$ cat config.mk
export PLATFORM = sky130hd
export DESIGN_NAME = etapa_if_flat
export DESIGN_NICKNAME = d
export VERILOG_FILES = /design/src/rtl/etapa_if_if.sv /design/src/rtl/etapa_if.sv /design/src/flat_wrapper.sv
export SDC_FILE = /design/constraint.sdc
export NUM_CORES = 1
export LEC_CHECK = 0
export ABC_AREA = 1
export ABC_CLOCK_PERIOD_IN_PS = 2200
export CELL_PAD_IN_SITES_DETAIL_PLACEMENT = 2
export CELL_PAD_IN_SITES_GLOBAL_PLACEMENT = 2
export CORE_MARGIN = 2
export CORE_UTILIZATION = 24
export CTS_CLUSTER_DIAMETER = 120
export DETAILED_ROUTE_END_ITERATION = 6
export PLACE_DENSITY_LB_ADDON = 0.1
export SKIP_CTS_REPAIR_TIMING = 1
export SLEW_MARGIN = 25
export SYNTH_ARGS = -nofsm -noshare
export SYNTH_HDL_FRONTEND = slang
export SYNTH_SLANG_ARGS = --single-unit
$ cat constraint.sdc
create_clock -name clk -period 2.2 [get_ports clk]
set_input_delay 0.44 -clock clk [delete_from_list [all_inputs] [get_ports clk]]
set_output_delay 0.44 -clock clk [all_outputs]
set_load 0.01 [all_outputs]
$ cat src/rtl/etapa_if_if.sv
// Instruction-memory bus between the fetch stage (master) and imem (slave).
// Request is held with imem_rd_n low until imem_ready pulses with the word.
interface etapa_if_if;
  logic [31:0] imem_addr;
  logic        imem_rd_n;
  logic [31:0] imem_data;
  logic        imem_ready;

  modport master (
    output imem_addr,
    output imem_rd_n,
    input  imem_data,
    input  imem_ready
  );

  modport slave (
    input  imem_addr,
    input  imem_rd_n,
    output imem_data,
    output imem_ready
  );
endinterface

$ cat src/rtl/etapa_if.sv
// Instruction-fetch stage: PC, imem req/ready fetch, one-entry skid, IF/ID register, j/jr redirects.
// Optional build macro IF_PERF_CNT_EN adds fetch_cnt / flush_cnt performance counters.
module etapa_if #(
  parameter logic [31:0] RESET_PC = 32'h0000_0000,
  parameter logic [31:0] NOP      = 32'h0000_0000
) (
  input  logic              clk,
  input  logic              reset,
  input  logic              MEM_RD_I,
  input  logic [1:0]        SEL_DIR,
  input  logic              resetIF,
  input  logic [25:0]       j_index,
  input  logic [31:0]       jr_addr,
  input  logic              stall,
  etapa_if_if.master        imem,
  output logic [31:0]       ifid_instr,
  output logic [31:0]       ifid_pc4,
  output logic              ifid_valid
`ifdef IF_PERF_CNT_EN
  ,
  output logic [31:0]       fetch_cnt,
  output logic [15:0]       flush_cnt
`endif
);

  typedef enum logic {
    S_REQ  = 1'b0,
    S_HOLD = 1'b1
  } state_e;

  state_e      state_q,      state_d;
  logic [31:0] pc_q,         pc_d;
  logic [31:0] skid_q,       skid_d;
  logic [31:0] ifid_instr_q, ifid_instr_d;
  logic [31:0] ifid_pc4_q,   ifid_pc4_d;
  logic        ifid_valid_q, ifid_valid_d;
  logic        pend_q,       pend_d;

  logic        redirect;
  logic        flush;
  logic        req_act;
  logic        accept;
  logic        load_valid;
  logic [31:0] pc_plus4;
  logic [31:0] redirect_pc;

  // NOTE: every signal written here gets a default first, so no path leaves it unassigned and no latch is inferred.
  always_comb begin
    redirect    = !resetIF && (SEL_DIR == 2'b01 || SEL_DIR == 2'b10);
    flush       = !resetIF;
    pc_plus4    = pc_q + 32'd4;
    redirect_pc = (SEL_DIR == 2'b01) ? {ifid_pc4_q[31:28], j_index, 2'b00}
                                     : {jr_addr[31:2], 2'b00};
    // A request already issued keeps going even if MEM_RD_I rises meanwhile.
    req_act     = (state_q == S_REQ) && !redirect && (!MEM_RD_I || pend_q);
    accept      = req_act && imem.imem_ready;

    state_d      = state_q;
    pc_d         = pc_q;
    skid_d       = skid_q;
    ifid_instr_d = ifid_instr_q;
    ifid_pc4_d   = ifid_pc4_q;
    ifid_valid_d = ifid_valid_q;
    pend_d       = req_act && !imem.imem_ready;
    load_valid   = 1'b0;

    if (redirect) begin
      // The jump in ID is final: it beats stall and discards any word in flight.
      pc_d         = redirect_pc;
      state_d      = S_REQ;
      pend_d       = 1'b0;
      ifid_instr_d = NOP;
      ifid_pc4_d   = 32'h0;
      ifid_valid_d = 1'b0;
    end else begin
      unique case (state_q)
        S_REQ: begin
          if (flush) begin
            ifid_instr_d = NOP;
            ifid_pc4_d   = 32'h0;
            ifid_valid_d = 1'b0;
            if (accept) pc_d = pc_plus4;
          end else if (accept && stall) begin
            skid_d  = imem.imem_data;
            state_d = S_HOLD;
          end else if (accept) begin
            ifid_instr_d = imem.imem_data;
            ifid_pc4_d   = pc_plus4;
            ifid_valid_d = 1'b1;
            load_valid   = 1'b1;
            pc_d         = pc_plus4;
          end else if (!stall) begin
            ifid_valid_d = 1'b0;
          end
        end
        S_HOLD: begin
          if (flush) begin
            // Flush drops the parked word; the PC still moves past it.
            ifid_instr_d = NOP;
            ifid_pc4_d   = 32'h0;
            ifid_valid_d = 1'b0;
            pc_d         = pc_plus4;
            state_d      = S_REQ;
          end else if (!stall) begin
            ifid_instr_d = skid_q;
            ifid_pc4_d   = pc_plus4;
            ifid_valid_d = 1'b1;
            load_valid   = 1'b1;
            pc_d         = pc_plus4;
            state_d      = S_REQ;
          end
        end
        default: state_d = S_REQ;
      endcase
    end
  end

  // NOTE: state is updated with non-blocking assignments so every flop samples pre-edge values.
  always_ff @(posedge clk) begin
    if (reset) begin
      state_q      <= S_REQ;
      pc_q         <= RESET_PC;
      skid_q       <= NOP;
      ifid_instr_q <= NOP;
      ifid_pc4_q   <= 32'h0;
      ifid_valid_q <= 1'b0;
      pend_q       <= 1'b0;
    end else begin
      state_q      <= state_d;
      pc_q         <= pc_d;
      skid_q       <= skid_d;
      ifid_instr_q <= ifid_instr_d;
      ifid_pc4_q   <= ifid_pc4_d;
      ifid_valid_q <= ifid_valid_d;
      pend_q       <= pend_d;
    end
  end

  assign imem.imem_addr = pc_q;
  assign imem.imem_rd_n = reset || !req_act;
  assign ifid_instr     = ifid_instr_q;
  assign ifid_pc4       = ifid_pc4_q;
  assign ifid_valid     = ifid_valid_q;

`ifdef IF_PERF_CNT_EN
  logic [31:0] fetch_cnt_q, fetch_cnt_d;
  logic [15:0] flush_cnt_q, flush_cnt_d;

  always_comb begin
    fetch_cnt_d = fetch_cnt_q + (load_valid ? 32'd1 : 32'd0);
    flush_cnt_d = flush_cnt_q + (flush ? 16'd1 : 16'd0);
  end

  always_ff @(posedge clk) begin
    if (reset) begin
      fetch_cnt_q <= 32'h0;
      flush_cnt_q <= 16'h0;
    end else begin
      fetch_cnt_q <= fetch_cnt_d;
      flush_cnt_q <= flush_cnt_d;
    end
  end

  assign fetch_cnt = fetch_cnt_q;
  assign flush_cnt = flush_cnt_q;
`endif

endmodule
$ cat src/flat_wrapper.sv
// flat-port wrapper written by rule: the top's interface ports become plain ports
module etapa_if_flat 
#(
  parameter logic [31:0] RESET_PC = 32'h0000_0000,
  parameter logic [31:0] NOP      = 32'h0000_0000
)
  (clk, reset, MEM_RD_I, SEL_DIR, resetIF, j_index, jr_addr, stall, ifid_instr, ifid_pc4, ifid_valid, imem_imem_addr, imem_imem_rd_n, imem_imem_data, imem_imem_ready);
  etapa_if_if imem_i ();
  input  logic clk;
  input  logic reset;
  input  logic MEM_RD_I;
  input  logic [1:0] SEL_DIR;
  input  logic resetIF;
  input  logic [25:0] j_index;
  input  logic [31:0] jr_addr;
  input  logic stall;
  output logic [31:0] ifid_instr;
  output logic [31:0] ifid_pc4;
  output logic ifid_valid;
  output wire logic [$bits(imem_i.imem_addr)-1:0] imem_imem_addr;
  output wire logic [$bits(imem_i.imem_rd_n)-1:0] imem_imem_rd_n;
  input wire logic [$bits(imem_i.imem_data)-1:0] imem_imem_data;
  input wire logic [$bits(imem_i.imem_ready)-1:0] imem_imem_ready;
  assign imem_imem_addr = imem_i.imem_addr;
  assign imem_imem_rd_n = imem_i.imem_rd_n;
  assign imem_i.imem_data = imem_imem_data;
  assign imem_i.imem_ready = imem_imem_ready;
  etapa_if #(.RESET_PC(RESET_PC), .NOP(NOP)) u_core (.clk(clk), .reset(reset), .MEM_RD_I(MEM_RD_I), .SEL_DIR(SEL_DIR), .resetIF(resetIF), .j_index(j_index), .jr_addr(jr_addr), .stall(stall), .imem(imem_i), .ifid_instr(ifid_instr), .ifid_pc4(ifid_pc4), .ifid_valid(ifid_valid));
endmodule
==> impl_metrics.toml, run 1 <==
[setup_path]
cp.arrival_ns = 1.68
worstPathMaxFanout = 5
worst_setup_path_end_kind = "output pin"
crit_slowest_cell = "clkdlybuf4s50_1"
start_kind = "input port"
path_cells = "clkdlybuf4s50_1 > inv_1 > ha_4 > nor2_4 > nor2_4 > nand3_1 > clkbuf_2"
worst-setup-path-type = "in2out"
cp_common_cell = "nor2_4"
required_ns = 1.76
max_stage_delay_ns = 0.48

[global_route]
grt_first_pass_wirelength_mm = 41.6
track_usage_pct = 18.8
grt_antenna_before_repair = 1
grt_pass1_vias = 7649
grt_max_degree = 65
grt_overflow = 0

[pwr]
comb_power_share_pct = 17.7
cell_internal_pwr_uw = 4810
peakVddDrop_mv = 0.408
powerDensity_nw_per_um2 = 708
switching_share_pct = 29.5
power.share.clock_pct = 45.4
leakage_uw = 0.00369
switchingPower_uw = 2010
seqPwrFrac_pct = 36.9

[floorplan]
die_h_um = 167
initial_utilization_pct = 24.5
io_pins = 196
num_rows = 59
core_area_um2 = 26100
die_width_um = 167
die_area_um2 = 28100

[run_status]
status = "finished with violations"
violations = "DRC"

[sta]
hold_viol = 0
report.final.slew_viol_count = 0
worst_pin_slew_ns = 0.674
setup_slack_ns = 0.0839
slew_headroom_pct = 55.1
rsz0062_at_grt = "false"
fin_worst_skew_ns = 0.0108
period_share_pct = 96.2
setup_viol = 0
finalCriticalPeriod_ns = 2.12
max_freq_ghz = 0.473

[detailed_routing]
vias_per_cell = 4.62
ant_nets = 0
vias = 7140
wl_per_cell_um = 16.6
drc = 9
firstDrtPassIters = 7
wl_mm = 25.6
drtIter0Drc = 197

[placed_design]
place_ws_ns = -0.289
portBuffers = 189
globalplace.congestion = 0.719
dpl_cell_area_um2 = 8990
dp_hpwl_mm = 18.8

[finish]
antenna_cells = 0
fin_nets = 1297
fillerInstances = 3152
final_area_um2 = 9630
synthToLayoutAreaGrowth_pct = 50.1
drive_above_1_share_pct = 8.76
layout_commonest_cell = "nand2_1"
mostFrequentLayoutCells = "nand2_1 (363), clkdlybuf4s50_1 (188), a21oi_1 (127), dfxtp_1 (127), o21ai_0 (90)"

[yosys]
ys_types = 29
synth_area_leader_cell = "dfxtp_1"
yosysTopAreaCellShare_pct = 39.6
syn_area_um2 = 6410
synthCells = 1001
ys_warn_count = 0
syn_area_per_cell_um2 = 6.41
ys_seq_area_share_pct = 39.6
ys_seq_elements = 127
yosys-top-cells-area = "dfxtp_1 (40%), nand2_1 (21%), a21oi_1 (9.9%), o21ai_0 (7.0%), nor2_1 (4.9%)"

[clock_tree]
cts_tree = "yes"
cts_inserted_buffers = 17
clk_pin_slew_worst_paths_ns = 0.06
htreeDepth = 4
numClockSinks = 127
clockRootBuffer = "clkbuf_16"
clock_latency_ns = 0.43
clock_path_buffers = 2

[job]
maxCapViolCount = 0

[worst_hold_path]
worstHoldPathType = "reg2reg"
routing by layer:
| layer | track usage (%) | up-vias | wire length [µm] |
|---|---|---|---|
| li1 | - | 3542 | - |
| met1 | 22.6 | 3454 | 11300 |
| met2 | 34.0 | 122 | 13000 |
| met3 | 4.63 | 20 | 1160 |
| met4 | 3.59 | 2 | 248 |
| met5 | 0 | - | 13 |
power by group through the flow:
| stage | clock network, µW | registers [µW] | logic (µW) |
|---|---|---|---|
| after CTS | 3190 | 2520 | 1230 |
| after global placement | 0 | 2570 | 1190 |
| final | 3100 | 2510 | 1200 |
| after global routing | 3280 | 2530 | 1340 |
| after detailed placement | 0 | 2570 | 1220 |
| after floorplan | 0 | 2560 | 526 |
sequential cells by signal, indices dropped and copies added (netlist names):
register,count
u_core.ifid_valid,1
u_core.ifid_pc4,30
u_core.pend_q,1
u_core.ifid_instr,32
u_core.skid_q,32
u_core.imem.imem_addr,30
u_core.state_q,1
synth_stat cells:
library cell / instances
inv_2: 1
nor2_8: 1
ha_1: 2
a21oi_1: 127
buf_2: 13
nor2_2: 4
dfxtp_1: 127
nor2_4: 3
xor2_1: 10
nand3_1: 24
a21oi_4: 1
buf_4: 10
nand3_2: 2
nor2_1: 83
nand4_1: 1
and2_1: 2
o22ai_1: 2
buf_1: 3
or2_2: 1
nand2_1: 363
a21oi_2: 10
conb_1: 1
clkbuf_1: 32
buf_6: 2
nand2_2: 2
a31oi_1: 1
nand2_4: 1
inv_1: 82
o21ai_0: 90
worst max-delay path, delay by kind of cell:
kind / cells / cell delay [ns]
AND/OR/NAND/NOR: 3 / 0.27
adder cells (fa/ha/maj): 1 / 0.27
buffers and inverters: 3 / 0.68
cell families after synthesis:
logic type               Yosys count  share of synthesized area (%)
AND/OR/NAND/NOR                  487                           30.3
AO/OA/AOI/OAI                    231                           18.8
buffers and inverters            143                           9.44
flip-flops                       127                           39.6
XOR/XNOR                          10                           1.37
adder cells (fa/ha/maj)            2                          0.390
other                              1                         0.0585
metrics by stage:
stage	TNS (ns)	instances	hold WS [ns]	power [µW]	util, %
after floorplan	0	1004	0.425	3090	-
after global placement	-16.18	1513	0.437	3760	34.4
after detailed placement	-21.00	1513	0.444	3790	34.4
after CTS	-0.296	1545	0.454	6930	36.8
after global routing	0	1545	0.474	7150	36.8
final	0	1545	0.450	6810	36.8
final cells by class:
cell class              instances  area [µm²]  area share [%]
clock inverters                14         196            2.04
flip-flops and latches        127        2540            26.4
well taps                     335         419            4.35
multi-input cells             734        3290            34.2
repair buffers                234        2440            25.3
inverters                      83         312            3.24
clock buffers                  18         429            4.46
final timing paths:
path / startpoint / endpoint / slack, ns / cells after the start
max: SEL_DIR[1] / imem_imem_rd_n / 0.08 / 7
min: u_core.skid_q[29] / u_core.skid_q[29] / 0.45 / 2
max reg2reg: u_core.imem.imem_addr[3] / u_core.ifid_pc4[14] / 0.32 / 8
min reg2reg: u_core.skid_q[29] / u_core.skid_q[29] / 0.45 / 2
Power figures use the tool's default switching activity.
==> inputs of run 2 (changes only) <==
- ABC_CLOCK_PERIOD_IN_PS: 2200 -> 2300
- clock period: 2.2 -> 2.3 ns (I/O delays scaled with it)
==> run 2 against run 1 <==
Net effect:
- the run still ends with DRC left
- sequential power decreased by 4%
- critical path depth is 6 higher
- non-clock buffer count rose by 2
- flip-flop and latch count did not move
- clock power shrank 10%
- clock skew increased by 0.0030 ns
- total power shrank 6.7%
- hold slack worse by 0.0028 ns
==> impl_metrics.toml, run 2 (synthesis gave the netlist of run 1 again) <==
[setup_path]
worst_setup_path_end_kind = "register"
required_ns = 2.63
r2r_end = "u_core.ifid_pc4[25]"
reg2reg_from = "u_core.imem.imem_addr[5]"
cp.arrival_ns = 2.48
rrSetupSlack_ns = 0.44
worstPathMaxFanout = 15
worst-setup-path-type = "in2reg"
r2r_cells = 8
start_kind = "input port"

[finish]
mostFrequentLayoutCells = "nand2_1 (363), clkdlybuf4s50_1 (188), a21oi_1 (127), dfxtp_1 (127), o21ai_0 (90)"
multi_input_area_um2 = 3280
antenna_cells = 0
synthToLayoutAreaGrowth_pct = 49.4
layout_commonest_cell = "nand2_1"
fin_nets = 1299
drive_above_1_share_pct = 8.75
finalNonFillerCells = 1547
final_area_um2 = 9580
fillerInstances = 3127
seqCellArea_um2 = 2540

[placed_design]
portBuffers = 189
dp_hpwl_mm = 18.8
dpl_cell_area_um2 = 8980
dp_cells = 1515
globalplace.congestion = 0.738

[floorplan]
die_width_um = 167
io_pins = 196
die_h_um = 167
die_area_um2 = 28100
core_area_um2 = 26100
num_rows = 59
initial_utilization_pct = 24.5

[sta]
worst_pin_slew_ns = 0.671
max_freq_ghz = 0.465
report.final.slew_viol_count = 0
finalCriticalPeriod_ns = 2.15
setup_viol = 0
period_share_pct = 93.5
fin_worst_skew_ns = 0.0138
rsz0062_at_grt = "false"
hold_viol = 0
slew_headroom_pct = 55.3

[worst_hold_path]
worstHoldPathType = "reg2reg"
hold_depth = 2
min_to = "u_core.skid_q[3]"
min_from = "u_core.skid_q[3]"

[detailed_routing]
firstDrtPassIters = 6
vias = 7119
ant_nets = 0
wl_mm = 25.7
drc = 9
drtIter0Drc = 192
vias_per_cell = 4.60
wl_per_cell_um = 16.6

[global_route]
grt_max_degree = 65
grt_antenna_before_repair = 1
grt_pass1_vias = 7690
track_usage_pct = 18.7
grt_overflow = 0
grt_first_pass_wirelength_mm = 41.6

[clock_tree]
clock_latency_ns = 0.42
clk_pin_slew_worst_paths_ns = 0.06
htreeDepth = 4
numClockSinks = 127
cts_tree = "yes"
clockRootBuffer = "clkbuf_16"
clock_path_buffers = 2
cts_inserted_buffers = 17

[job]
maxCapViolCount = 0

[run_status]
violations = "DRC"
status = "finished with violations"

[pwr]
powerDensity_nw_per_um2 = 663
peakVddDrop_mv = 0.399
leakage_uw = 0.00367
==> run 2: cell types whose count changed in the layout (fill, tap and decap cells not counted) <==
cell | before | now
buf_12 | 17 | 15
buf_4 | 28 | 32
bufinv_16 | 3 | 2
clkbuf_2 | 1 | 0
clkinv_4 | 3 | 2
clkinvlp_4 | 0 | 1
dlymetal6s2s_1 | 0 | 1
ha_1 | 1 | 2
ha_4 | 1 | 0
inv_6 | 4 | 8
inv_8 | 4 | 1
==> run 2: worst max-delay path by stage <==
stage,from,to,depth (start not counted)
after floorplan,SEL_DIR[1],u_core.ifid_pc4[11],12
after global placement,SEL_DIR[1],imem_imem_rd_n,7
after detailed placement,SEL_DIR[1],u_core.imem.imem_addr[9],13
after CTS,SEL_DIR[1],imem_imem_rd_n,7
after global routing,SEL_DIR[1],u_core.imem.imem_addr[26],13
final,SEL_DIR[1],u_core.imem.imem_addr[19],13
==> run 2: worst max-delay path, stage by stage <==
cell	delay, ns
clkdlybuf4s50_1	0.48
inv_1	0.05
ha_1	0.30
nor2_4	0.13
nor2_4	0.04
buf_4	0.14
nand4_1	0.10
nand3_2	0.16
buf_12	0.20
buf_4	0.14
nand2_1	0.05
nand2_1	0.05
a21oi_1	0.17
==> run 2: per-layer routing <==
layer,track usage [%],part of all wire (%)
met5,0,0.047
met4,3.93,1.2
met3,4.54,4.8
met2,34.0,50
met1,22.3,44
==> run 2: per-stage QoR <==
step | setup WS [ns] | power (µW) | util (%) | hold WS, ns | TNS (ns)
CTS | -0.230 | 6480 | 36.7 | 0.454 | -0.230
finish | 0.149 | 6360 | 36.7 | 0.447 | 0
detailed placement | -0.250 | 3630 | 34.4 | 0.444 | -20.45
global route | 0.0622 | 6690 | 36.7 | 0.479 | 0
global placement | -0.203 | 3600 | 34.4 | 0.435 | -14.15
floorplan | 0.529 | 2950 | - | 0.425 | 0
==> run 2: area by class of cell <==
cell class,count,share of cell area [%]
well taps,335,4.37
clock inverters,14,1.74
clock buffers,18,4.48
repair buffers,236,25.4
inverters,83,3.25
multi-input cells,734,34.2
flip-flops and latches,127,26.5
==> run 2: power by group <==
group	total (µW)	internal, µW	switching, µW
Combinational	1160	556	606
Sequential	2400	2290	106
Clock	2790	1640	1160
Total	6360	4490	1870
